--- config.mk ---
export PLATFORM = sky130hd
export DESIGN_NAME = lif_neuron_flat
export DESIGN_NICKNAME = d
export VERILOG_FILES = /design/src/rtl/lif_neuron_if.sv /design/src/rtl/lif_neuron.sv /design/src/flat_wrapper.sv
export SDC_FILE = /design/constraint.sdc
export NUM_CORES = 1
export LEC_CHECK = 0
export CAP_MARGIN = 15
export CORE_UTILIZATION = 51
export CTS_CLUSTER_DIAMETER = 60
export DETAILED_ROUTE_END_ITERATION = 16
export PLACE_DENSITY_LB_ADDON = 0.1
export SETUP_SLACK_MARGIN = 0.05
export SYNTH_ARGS = -nofsm -noshare
export SYNTH_HDL_FRONTEND = slang
export SYNTH_SLANG_ARGS = --single-unit
--- constraint.sdc ---
create_clock -name clk -period 11.1 [get_ports clk]
set_input_delay 1.665 -clock clk [delete_from_list [all_inputs] [get_ports clk]]
set_output_delay 1.665 -clock clk [all_outputs]
set_load 0.01 [all_outputs]
--- src/rtl/lif_neuron_if.sv ---
// Bus between a group of synapses (master) and the lif_neuron (slave).
//   en            global enable, en=0 freezes the neuron
//   spking_value  packed signed synapse values, synapse i at [i*DW +: DW]
//   post_en       per-synapse valid
//   threshold     signed firing threshold
//   membrane      registered signed membrane potential
//   post_spiking  one-cycle output spike
//   update_en     one-cycle learning request, coincident with post_spiking
//   spike_count   spikes since reset, saturating at 255
interface lif_neuron_if #(
  parameter int unsigned DW   = 16,
  parameter int unsigned N_IN = 4
);
  logic                   en;
  logic [N_IN*DW-1:0]     spking_value;
  logic [N_IN-1:0]        post_en;
  logic signed [DW-1:0]   threshold;
  logic signed [DW-1:0]   membrane;
  logic                   post_spiking;
  logic                   update_en;
  logic [7:0]             spike_count;

  modport master (
    output en, spking_value, post_en, threshold,
    input  membrane, post_spiking, update_en, spike_count
  );

  modport slave (
    input  en, spking_value, post_en, threshold,
    output membrane, post_spiking, update_en, spike_count
  );
endinterface

--- src/rtl/lif_neuron.sv ---
// Post-synaptic leaky integrate-and-fire neuron.
// Sums the valid synapse values, subtracts a shift-based leak, saturates, and fires when the
// potential reaches the threshold. A fire clears the membrane, pulses post_spiking/update_en
// and (for REF_CYC > 0) enters a refractory period that ignores inputs.
// Ports:
//   clk     clock, rising edge
//   rst     synchronous active-high reset
//   bus_io  lif_neuron_if slave modport (inputs, threshold, membrane and spike outputs)
module lif_neuron #(
  parameter int unsigned DW      = 16,
  parameter int unsigned N_IN    = 4,
  parameter int unsigned LEAK_SH = 4,
  parameter int unsigned REF_CYC = 3
) (
  input  logic              clk,
  input  logic              rst,
  lif_neuron_if.slave       bus_io
);

  localparam int unsigned SumW = DW + $clog2(N_IN) + 1;
  // One extra bit covers membrane - leak + sum without wrap.
  localparam int unsigned VW   = SumW + 1;
  localparam int unsigned RW   = (REF_CYC > 1) ? $clog2(REF_CYC + 1) : 1;

  localparam logic signed [DW-1:0] MaxV = {1'b0, {(DW-1){1'b1}}};
  localparam logic signed [DW-1:0] MinV = {1'b1, {(DW-1){1'b0}}};

  typedef enum logic [1:0] {
    StIdle       = 2'b00,
    StIntegrate  = 2'b01,
    StRefractory = 2'b10
  } state_e;

  state_e               state_q, state_d;
  logic signed [DW-1:0] mem_q, mem_d;
  logic                 spike_q, spike_d;
  logic [7:0]           cnt_q, cnt_d;
  logic [RW-1:0]        ref_q, ref_d;

  logic signed [SumW-1:0] sum;
  logic signed [VW-1:0]   v_full;
  logic signed [DW-1:0]   v_sat;
  logic signed [DW-1:0]   thr;

  assign thr = $signed(bus_io.threshold);

  always_comb begin
    sum = '0;
    for (int i = 0; i < N_IN; i++) begin
      if (bus_io.post_en[i]) begin
        sum = sum + SumW'($signed(bus_io.spking_value[i*DW +: DW]));
      end
    end
  end

  // Arithmetic shift rounds toward -inf, so the leak of a negative potential is negative.
  always_comb begin
    v_full = VW'(mem_q) - VW'(mem_q >>> LEAK_SH) + VW'(sum);
    if (v_full > VW'(MaxV)) begin
      v_sat = MaxV;
    end else if (v_full < VW'(MinV)) begin
      v_sat = MinV;
    end else begin
      v_sat = v_full[DW-1:0];
    end
  end

  always_comb begin
    state_d = state_q;
    mem_d   = mem_q;
    spike_d = 1'b0;
    cnt_d   = cnt_q;
    ref_d   = ref_q;
    if (bus_io.en) begin
      unique case (state_q)
        StIdle: begin
          state_d = StIntegrate;
        end
        StIntegrate: begin
          if (v_sat >= thr) begin
            mem_d   = '0;
            spike_d = 1'b1;
            if (cnt_q != 8'hFF) begin
              cnt_d = cnt_q + 8'd1;
            end
            if (REF_CYC > 0) begin
              ref_d   = RW'(REF_CYC);
              state_d = StRefractory;
            end
          end else begin
            mem_d = v_sat;
          end
        end
        StRefractory: begin
          mem_d = '0;
          if (ref_q <= RW'(1)) begin
            ref_d   = '0;
            state_d = StIntegrate;
          end else begin
            ref_d = ref_q - RW'(1);
          end
        end
        default: begin
          state_d = StIdle;
        end
      endcase
    end
  end

  always_ff @(posedge clk) begin
    if (rst) begin
      state_q <= StIdle;
      mem_q   <= '0;
      spike_q <= 1'b0;
      cnt_q   <= '0;
      ref_q   <= '0;
    end else begin
      state_q <= state_d;
      mem_q   <= mem_d;
      spike_q <= spike_d;
      cnt_q   <= cnt_d;
      ref_q   <= ref_d;
    end
  end

  assign bus_io.membrane     = mem_q;
  assign bus_io.post_spiking = spike_q;
  assign bus_io.update_en    = spike_q;
  assign bus_io.spike_count  = cnt_q;

endmodule

--- src/flat_wrapper.sv ---
// flat-port wrapper written by rule: the top's interface ports become plain ports
module lif_neuron_flat 
#(
  parameter int unsigned DW      = 16,
  parameter int unsigned N_IN    = 4,
  parameter int unsigned LEAK_SH = 4,
  parameter int unsigned REF_CYC = 3
)
  (clk, rst, bus_io_en, bus_io_spking_value, bus_io_post_en, bus_io_threshold, bus_io_membrane, bus_io_post_spiking, bus_io_update_en, bus_io_spike_count);
  lif_neuron_if #(.DW(DW), .N_IN(N_IN)) bus_io_i ();
  input  logic clk;
  input  logic rst;
  input wire logic [$bits(bus_io_i.en)-1:0] bus_io_en;
  input wire logic [$bits(bus_io_i.spking_value)-1:0] bus_io_spking_value;
  input wire logic [$bits(bus_io_i.post_en)-1:0] bus_io_post_en;
  input wire logic [$bits(bus_io_i.threshold)-1:0] bus_io_threshold;
  output wire logic [$bits(bus_io_i.membrane)-1:0] bus_io_membrane;
  output wire logic [$bits(bus_io_i.post_spiking)-1:0] bus_io_post_spiking;
  output wire logic [$bits(bus_io_i.update_en)-1:0] bus_io_update_en;
  output wire logic [$bits(bus_io_i.spike_count)-1:0] bus_io_spike_count;
  assign bus_io_i.en = bus_io_en;
  assign bus_io_i.spking_value = bus_io_spking_value;
  assign bus_io_i.post_en = bus_io_post_en;
  assign bus_io_i.threshold = bus_io_threshold;
  assign bus_io_membrane = bus_io_i.membrane;
  assign bus_io_post_spiking = bus_io_i.post_spiking;
  assign bus_io_update_en = bus_io_i.update_en;
  assign bus_io_spike_count = bus_io_i.spike_count;
  lif_neuron #(.DW(DW), .N_IN(N_IN), .LEAK_SH(LEAK_SH), .REF_CYC(REF_CYC)) u_core (.clk(clk), .rst(rst), .bus_io(bus_io_i));
endmodule
Word level (Yosys, flattened, before mapping)
Cells that the tools add are included.
Word-level totals
  register bits: 29
  input port bits: 87
  output and inout port bits: 26
Cells by class
  $add $sub $neg: 7
  $lt $le $gt $ge: 4
  eq/ne operators: 5
  multiplexer cells: 15
  bitwise gates (word level): 2
  reduce and logical (&&, ||, !) cells: 7
Operator list (count)
  2-to-1 mux 19 bit: 4
  adder 19 x 16 -> 19 bit: 3
  2-to-1 mux 16 bit: 3
  case mux 16 bit (2 select lines): 1
  adder 17 x 19 -> 20 bit: 1
  greater-than comparator 20 x 16 -> 1 bit (second input constant): 1
  < comparator 20 x 16 -> 1 bit (second input constant): 1
  subtractor 16 x 12 -> 17 bit: 1
  >= comparator 16 bit: 1
  adder 8 x 1 -> 8 bit (second input constant): 1
  2-to-1 mux 2 bit: 4
  inequality test 8 bit (second input constant): 1
  case mux 2 bit (3 select lines): 1
  AND reduction 3 bit: 2
  inequality test 2 x 1 -> 1 bit (second input constant): 2
  case mux 2 bit (2 select lines): 1
  AND reduction 4 bit: 1
  OR reduction 3 bit: 1
  == test 2 x 1 -> 1 bit (second input constant): 1
  == test 2 bit (second input constant): 1
  less-or-equal comparator 2 x 1 -> 1 bit (second input constant): 1
  zero test 2 bit: 1
  NOT 1 bit: 2
  AND reduction 2 bit: 1
  3 further kinds: 3

Logic depth before layout (Yosys ltp)
  depth in word-level cells: 14
  gate-level depth with buffers: 53
  mapped depth without buffers: 48

Least setup slack after synthesis
OpenSTA, ideal clock, no wires.
  path type: in2reg
  from: input port bus_io_post_en[0]
  to: register u_core.mem_q[10] (netlist: u_core.bus_io.membrane[10])
  library setup time: 73 ps
  data arrival time: 11451 ps
  data required time: 11027 ps
  path slack: -424 ps
  stages: 49
  path through: clkbuf_1 > clkbuf_1 > nand2_1 > inv_1 > ha_1 > nand3_1 > a211o_1 > a21o_1 > a211oi_1 > nor2_1 > xnor2_1 > mux2i_1 > inv_1 > ha_1 > nand2_1 > o21ai_0 > a211o_1 > xor2_1 > [13 not listed] > or3b_2 > o22ai_1 > o31ai_1 > xor2_1 > a2111o_1 > nand2_2 > buf_6 > o21ai_1 > ha_1 > nand3_1 > nor4_1 > a21boi_1 > o31ai_1 > nor2_1 > nor4b_2 > o21ai_1 > buf_4 > o211ai_2
Between the ends
  longest elaborated chain between the ends: 14
  elaborated cells between the ends (all ways): 15
  classes of those cells: add/sub: 4; order compare: 3; mux: 8
Ends and longest elaborated chain
  start, declared: line flat_wrapper.sv:15  | input wire logic [$bits(bus_io_i.post_en)-1:0] bus_io_post_en;
  2-to-1 mux 19 bit *: line lif_neuron.sv:50  | if (bus_io.post_en[i]) begin
  adder 19 x 16 -> 19 bit: line lif_neuron.sv:51  | sum = sum + SumW'($signed(bus_io.spking_value[i*DW +: DW]));
  2-to-1 mux 19 bit *: line lif_neuron.sv:50
  adder 19 x 16 -> 19 bit: line lif_neuron.sv:51
  2-to-1 mux 19 bit *: line lif_neuron.sv:50
  adder 19 x 16 -> 19 bit: line lif_neuron.sv:51
  2-to-1 mux 19 bit *: line lif_neuron.sv:50
  adder 17 x 19 -> 20 bit *: line lif_neuron.sv:58  | v_full = VW'(mem_q) - VW'(mem_q >>> LEAK_SH) + VW'(sum);
  < comparator 20 x 16 -> 1 bit: line lif_neuron.sv:61  | end else if (v_full < VW'(MinV)) begin
  2-to-1 mux 16 bit: line lif_neuron.sv:61
  2-to-1 mux 16 bit *: line lif_neuron.sv:59  | if (v_full > VW'(MaxV)) begin
  >= comparator 16 bit: line lif_neuron.sv:80  | if (v_sat >= thr) begin
  2-to-1 mux 16 bit *: line lif_neuron.sv:80
  case mux 16 bit (2 select lines) *: line lif_neuron.sv:75  | unique case (state_q)
  end signal, assigned: line lif_neuron.sv:119  | mem_q <= mem_d;
  end, declared: line lif_neuron.sv:35  | logic signed [DW-1:0] mem_q, mem_d;
Every way passes the cells marked *; elsewhere a longest branch is shown, timed or not.
A chain may end at the register's enable or synchronous reset.

Worst setup path in the final report
  from: input port bus_io_spking_value[8]
  to: register u_core.cnt_q[4] (netlist: u_core.bus_io.spike_count[4])
Between the ends
  longest elaborated chain between the ends: 13
  elaborated cells between the ends (all ways): 14
  classes of those cells: add/sub: 4; order compare: 3; mux: 6; reduce/logical: 1
Ends and longest elaborated chain
  start, declared: line flat_wrapper.sv:14  | input wire logic [$bits(bus_io_i.spking_value)-1:0] bus_io_spking_value;
  2-to-1 mux 19 bit *: line lif_neuron.sv:50
  adder 19 x 16 -> 19 bit: line lif_neuron.sv:51
  2-to-1 mux 19 bit *: line lif_neuron.sv:50
  adder 19 x 16 -> 19 bit: line lif_neuron.sv:51
  2-to-1 mux 19 bit *: line lif_neuron.sv:50
  adder 19 x 16 -> 19 bit: line lif_neuron.sv:51
  2-to-1 mux 19 bit *: line lif_neuron.sv:50
  adder 17 x 19 -> 20 bit *: line lif_neuron.sv:58
  < comparator 20 x 16 -> 1 bit: line lif_neuron.sv:61
  2-to-1 mux 16 bit: line lif_neuron.sv:61
  2-to-1 mux 16 bit *: line lif_neuron.sv:59
  >= comparator 16 bit *: line lif_neuron.sv:80
  AND reduction 4 bit (no source line) *
  end signal, assigned: line lif_neuron.sv:121  | cnt_q <= cnt_d;
  end, declared: line lif_neuron.sv:37  | logic [7:0] cnt_q, cnt_d;
Marks and branches as above.

==> impl_metrics.env <==
export IMPL_status="finished with violations"
export IMPL_violations="negative setup slack"
export IMPL_port_buffers=112
export IMPL_grt_pass1_wl_um=40100
export IMPL_ant_nets=0
export IMPL_synth_edf_count=0
export IMPL_rr_startpoint="u_core.bus_io.membrane[15]$_SDFFE_PP0P_"
export IMPL_skew_ps=2.91
export IMPL_grt_overflow=0
export IMPL_cts_tree="done"
export IMPL_clk_pin_slew_worst_paths_ps=50
export IMPL_drt_iter0_drc=1168
export IMPL_drive_gt1_frac=0.399
export IMPL_path_max_fanout=8
export IMPL_fin_crit_ps=11960
export IMPL_async_flop_share=0
export IMPL_finalCritPeriodShare=1.08
export IMPL_start_util=0.533
export IMPL_r2r_end="u_core.bus_io.spike_count[6]$_SDFFE_PP0P_"
export IMPL_cts_buffers=5
export IMPL_antenna_found_initial=0
export IMPL_seq_area_um2=581
export IMPL_stdcell_count=1471
export IMPL_worst_pin_slew_ps=874
export IMPL_critPathSlowestCell="a2111o_1"
export IMPL_dpl_hpwl_um=16000
export IMPL_layout_nets=1500
export IMPL_diodes=0
export IMPL_die_h_um=118
export IMPL_io_pins=113
export IMPL_cts_sinks=29
export IMPL_first_global_vias=8769
export IMPL_fp_dieW_um=118
export IMPL_avgSynthCellArea_um2=7.63
export IMPL_finalSetupTns_ps=-21520
export IMPL_clockBufferDepth=2
export IMPL_maxSlewViolCount=0
export IMPL_grt_start_max_net_pins=23
export IMPL_finalHoldViolations=0
export IMPL_drtPass1Iterations=6
export IMPL_die_area_um2=13900
export IMPL_drv_cap=0
export IMPL_multi_input_area_um2=6970
export IMPL_grtUsageTotal=0.345
export IMPL_ys_seq_area_frac=0.0849
export IMPL_yosysTopAreaCell="ha_1"
export IMPL_ys_seq_elements=29
export IMPL_root_buffer="clkbuf_16"
export IMPL_viasPerCell=6.65
export IMPL_coreArea_um2=12800
export IMPL_vias=9789
export IMPL_worstHoldStart="u_core.bus_io.membrane[0]$_SDFFE_PP0P_"
export IMPL_finalInstanceArea_um2=11800
export IMPL_syn_inst=897
export IMPL_synthTopCellsByArea="ha_1 (18%), dfxtp_1 (8.5%), fa_1 (5.3%), nand2_1 (5.1%), xor2_1 (4.2%)"
export IMPL_synthFlopType="dfxtp_1"
export IMPL_rsz0062_at_grt="true"
export IMPL_placedInstanceArea_um2=9730
export IMPL_syn_nets=1099
export IMPL_worstHoldEndpoint="u_core.bus_io.membrane[0]$_SDFFE_PP0P_"
export IMPL_synth_top_cell_area_share=0.177
export IMPL_slew_headroom=0.416
export IMPL_whs_ps=526
export IMPL_fp_row_count=41
export IMPL_cp_start_kind="input port"
export IMPL_critPathArrivalTime_ps=12120
export IMPL_max_freq_ghz=0.0836
export IMPL_insertion_delay_ps=280
export IMPL_yosysWarnings=0
export IMPL_syn_cell_area_um2=6840
export IMPL_wl_per_cell_um=23.7
export IMPL_placed_cells=1367
export IMPL_min_path_cells=2
export IMPL_rrSetupSlack_ps=4150
export IMPL_cp_end_kind="register"
export IMPL_crit_type="in -> reg"
export IMPL_gp_congestion=0.904
export IMPL_routed_wl_um=34900
export IMPL_worst_slack_ps=-856
export IMPL_setup_violations_final=29
export IMPL_ys_types=83
export IMPL_htreeDepth=2
export IMPL_cp_slowest_stage_delay_ps=410
export IMPL_hold_path_class="reg -> reg"
export IMPL_reg2reg_depth=21
export IMPL_cp_data_required_time_ps=11270
export IMPL_area_delta_synth_final_pct=72.2
export IMPL_fill_cells=486
export IMPL_drc=0
metrics by stage:
stage / worst slack, ps / utilization
finish: -856 / 0.919
global route: -1090 / 0.919
CTS: 51.2 / 0.858
detailed placement: -1110 / 0.758
global placement: -746 / 0.758
floorplan: 73.3 / -
synth_stat cells (all sizes together), types with 4 or more instances:
master and number:
inv 67, a21o 25, and2 12, o22ai 6, o21ai 55, nor4 4
nand2 94, o21a 19, o211ai 25, xnor2 30, a21boi 4, a211o 4
nor2 65, mux2 21, mux2i 9, nor3 14, a31oi 16, fa 18
a21oi 49, buf 14, a211oi 18, o41ai 4, a221o 4, o21bai 5
xor2 33, o31ai 7, nand3 20, nor4b 5, o31a 5, and3 10
nor2b 15, nand3b 5, dfxtp 29, ha 97, nand4 13, nand2b 4
clkbuf 19, or2 6
timing repair:
action | 4_1_cts | 5_1_grt
endpoints found under the setup margin | 29 | 29
pin swaps | 109 | 84
resized for setup | 126 | 99
hold buffers | 0 | 0
cloned | 3 | 2
setup buffers | 66 | 28
worst max path at each step:
stage / to / slack [ps] / cells past startpoint / startpoint
after floorplan: u_core.bus_io.spike_count[7]$_SDFFE_PP0P_ / 70 / 47 / bus_io_post_en[0]
after global placement: u_core.bus_io.spike_count[1]$_SDFFE_PP0P_ / -750 / 50 / bus_io_post_en[0]
after detailed placement: u_core.bus_io.spike_count[7]$_SDFFE_PP0P_ / -1110 / 47 / bus_io_post_en[0]
after CTS: u_core.bus_io.spike_count[4]$_SDFFE_PP0P_ / 50 / 44 / bus_io_spking_value[8]
after global routing: u_core.bus_io.membrane[3]$_SDFFE_PP0P_ / -1090 / 52 / bus_io_post_en[0]
final: u_core.bus_io.spike_count[4]$_SDFFE_PP0P_ / -860 / 46 / bus_io_spking_value[8]
sequential cells by signal (all words and copies together) (netlist names):
name                        count
u_core.bus_io.membrane         16
u_core.bus_io.post_spiking      1
u_core.bus_io.spike_count       8
u_core.ref_q                    2
u_core.state_q                  2
area by class of cell:
type,count,share of cell area
Clock buffer,7,0.0130
Tap cell,172,0.0183
Timing Repair Buffer,426,0.307
Clock inverter,1,0.000425
Inverter,67,0.0213
Multi-Input combinational cell,769,0.591
Sequential cell,29,0.0493
cells in the final DEF (no fill, tap or decap), types with 5 or more instances in the layout:
| cell | instances |
|---|---|
| and2_1 | 9 |
| ha_4 | 28 |
| inv_1 | 65 |
| buf_6 | 12 |
| clkdlybuf4s50_1 | 106 |
| a211oi_1 | 13 |
| a21oi_1 | 27 |
| o21ai_2 | 10 |
| nor2b_1 | 14 |
| xnor2_1 | 27 |
| o211ai_1 | 14 |
| nand4_1 | 13 |
| ha_1 | 69 |
| mux2_4 | 6 |
| o21a_1 | 19 |
| a21o_1 | 24 |
| o31a_1 | 5 |
| dfxtp_1 | 29 |
| nand3_1 | 16 |
| nand2_1 | 84 |
| clkbuf_16 | 6 |
| a21oi_2 | 19 |
| nand3b_1 | 5 |
| nor3_1 | 11 |
| mux2i_1 | 9 |
| a31oi_1 | 13 |
| buf_4 | 296 |
| o211ai_2 | 10 |
| nand2_2 | 9 |
| nor2_1 | 55 |
| fa_1 | 17 |
| xor2_1 | 24 |
| mux2_2 | 15 |
| o21ai_4 | 5 |
| and3_1 | 8 |
| xor2_2 | 8 |
| o21ai_0 | 28 |
| o21ai_1 | 12 |
| nor2_4 | 6 |
logic make-up after synthesis:
family / share of synthesized area
AOI/OAI and AO/OA: 0.284
xor gates and xnor gates: 0.0839
adders and majority gates: 0.230
buffers and inverters: 0.0644
DFF: 0.0849
muxes: 0.0477
and+or+nand+nor: 0.205
routing by layer:
layer,share of wire,global-route usage
met3,0.098,0.0247
met4,0.10,0.185
met1,0.34,0.396
met2,0.46,0.632
met5,0,0
critical path, delay by kind of cell:
family                   cells  cell delay (ps)
AO/OA/AOI/OAI               15             3610
XOR/XNOR                     2              350
adder cells (fa/ha/maj)      6             1980
buffers and inverters        7             1330
multiplexers                 2              470
AND/OR/NAND/NOR             14             2700
Power is left out: the tool's default activity adds up to more than one toggle a clock period on the data nets, which glitch-free logic cannot reach.
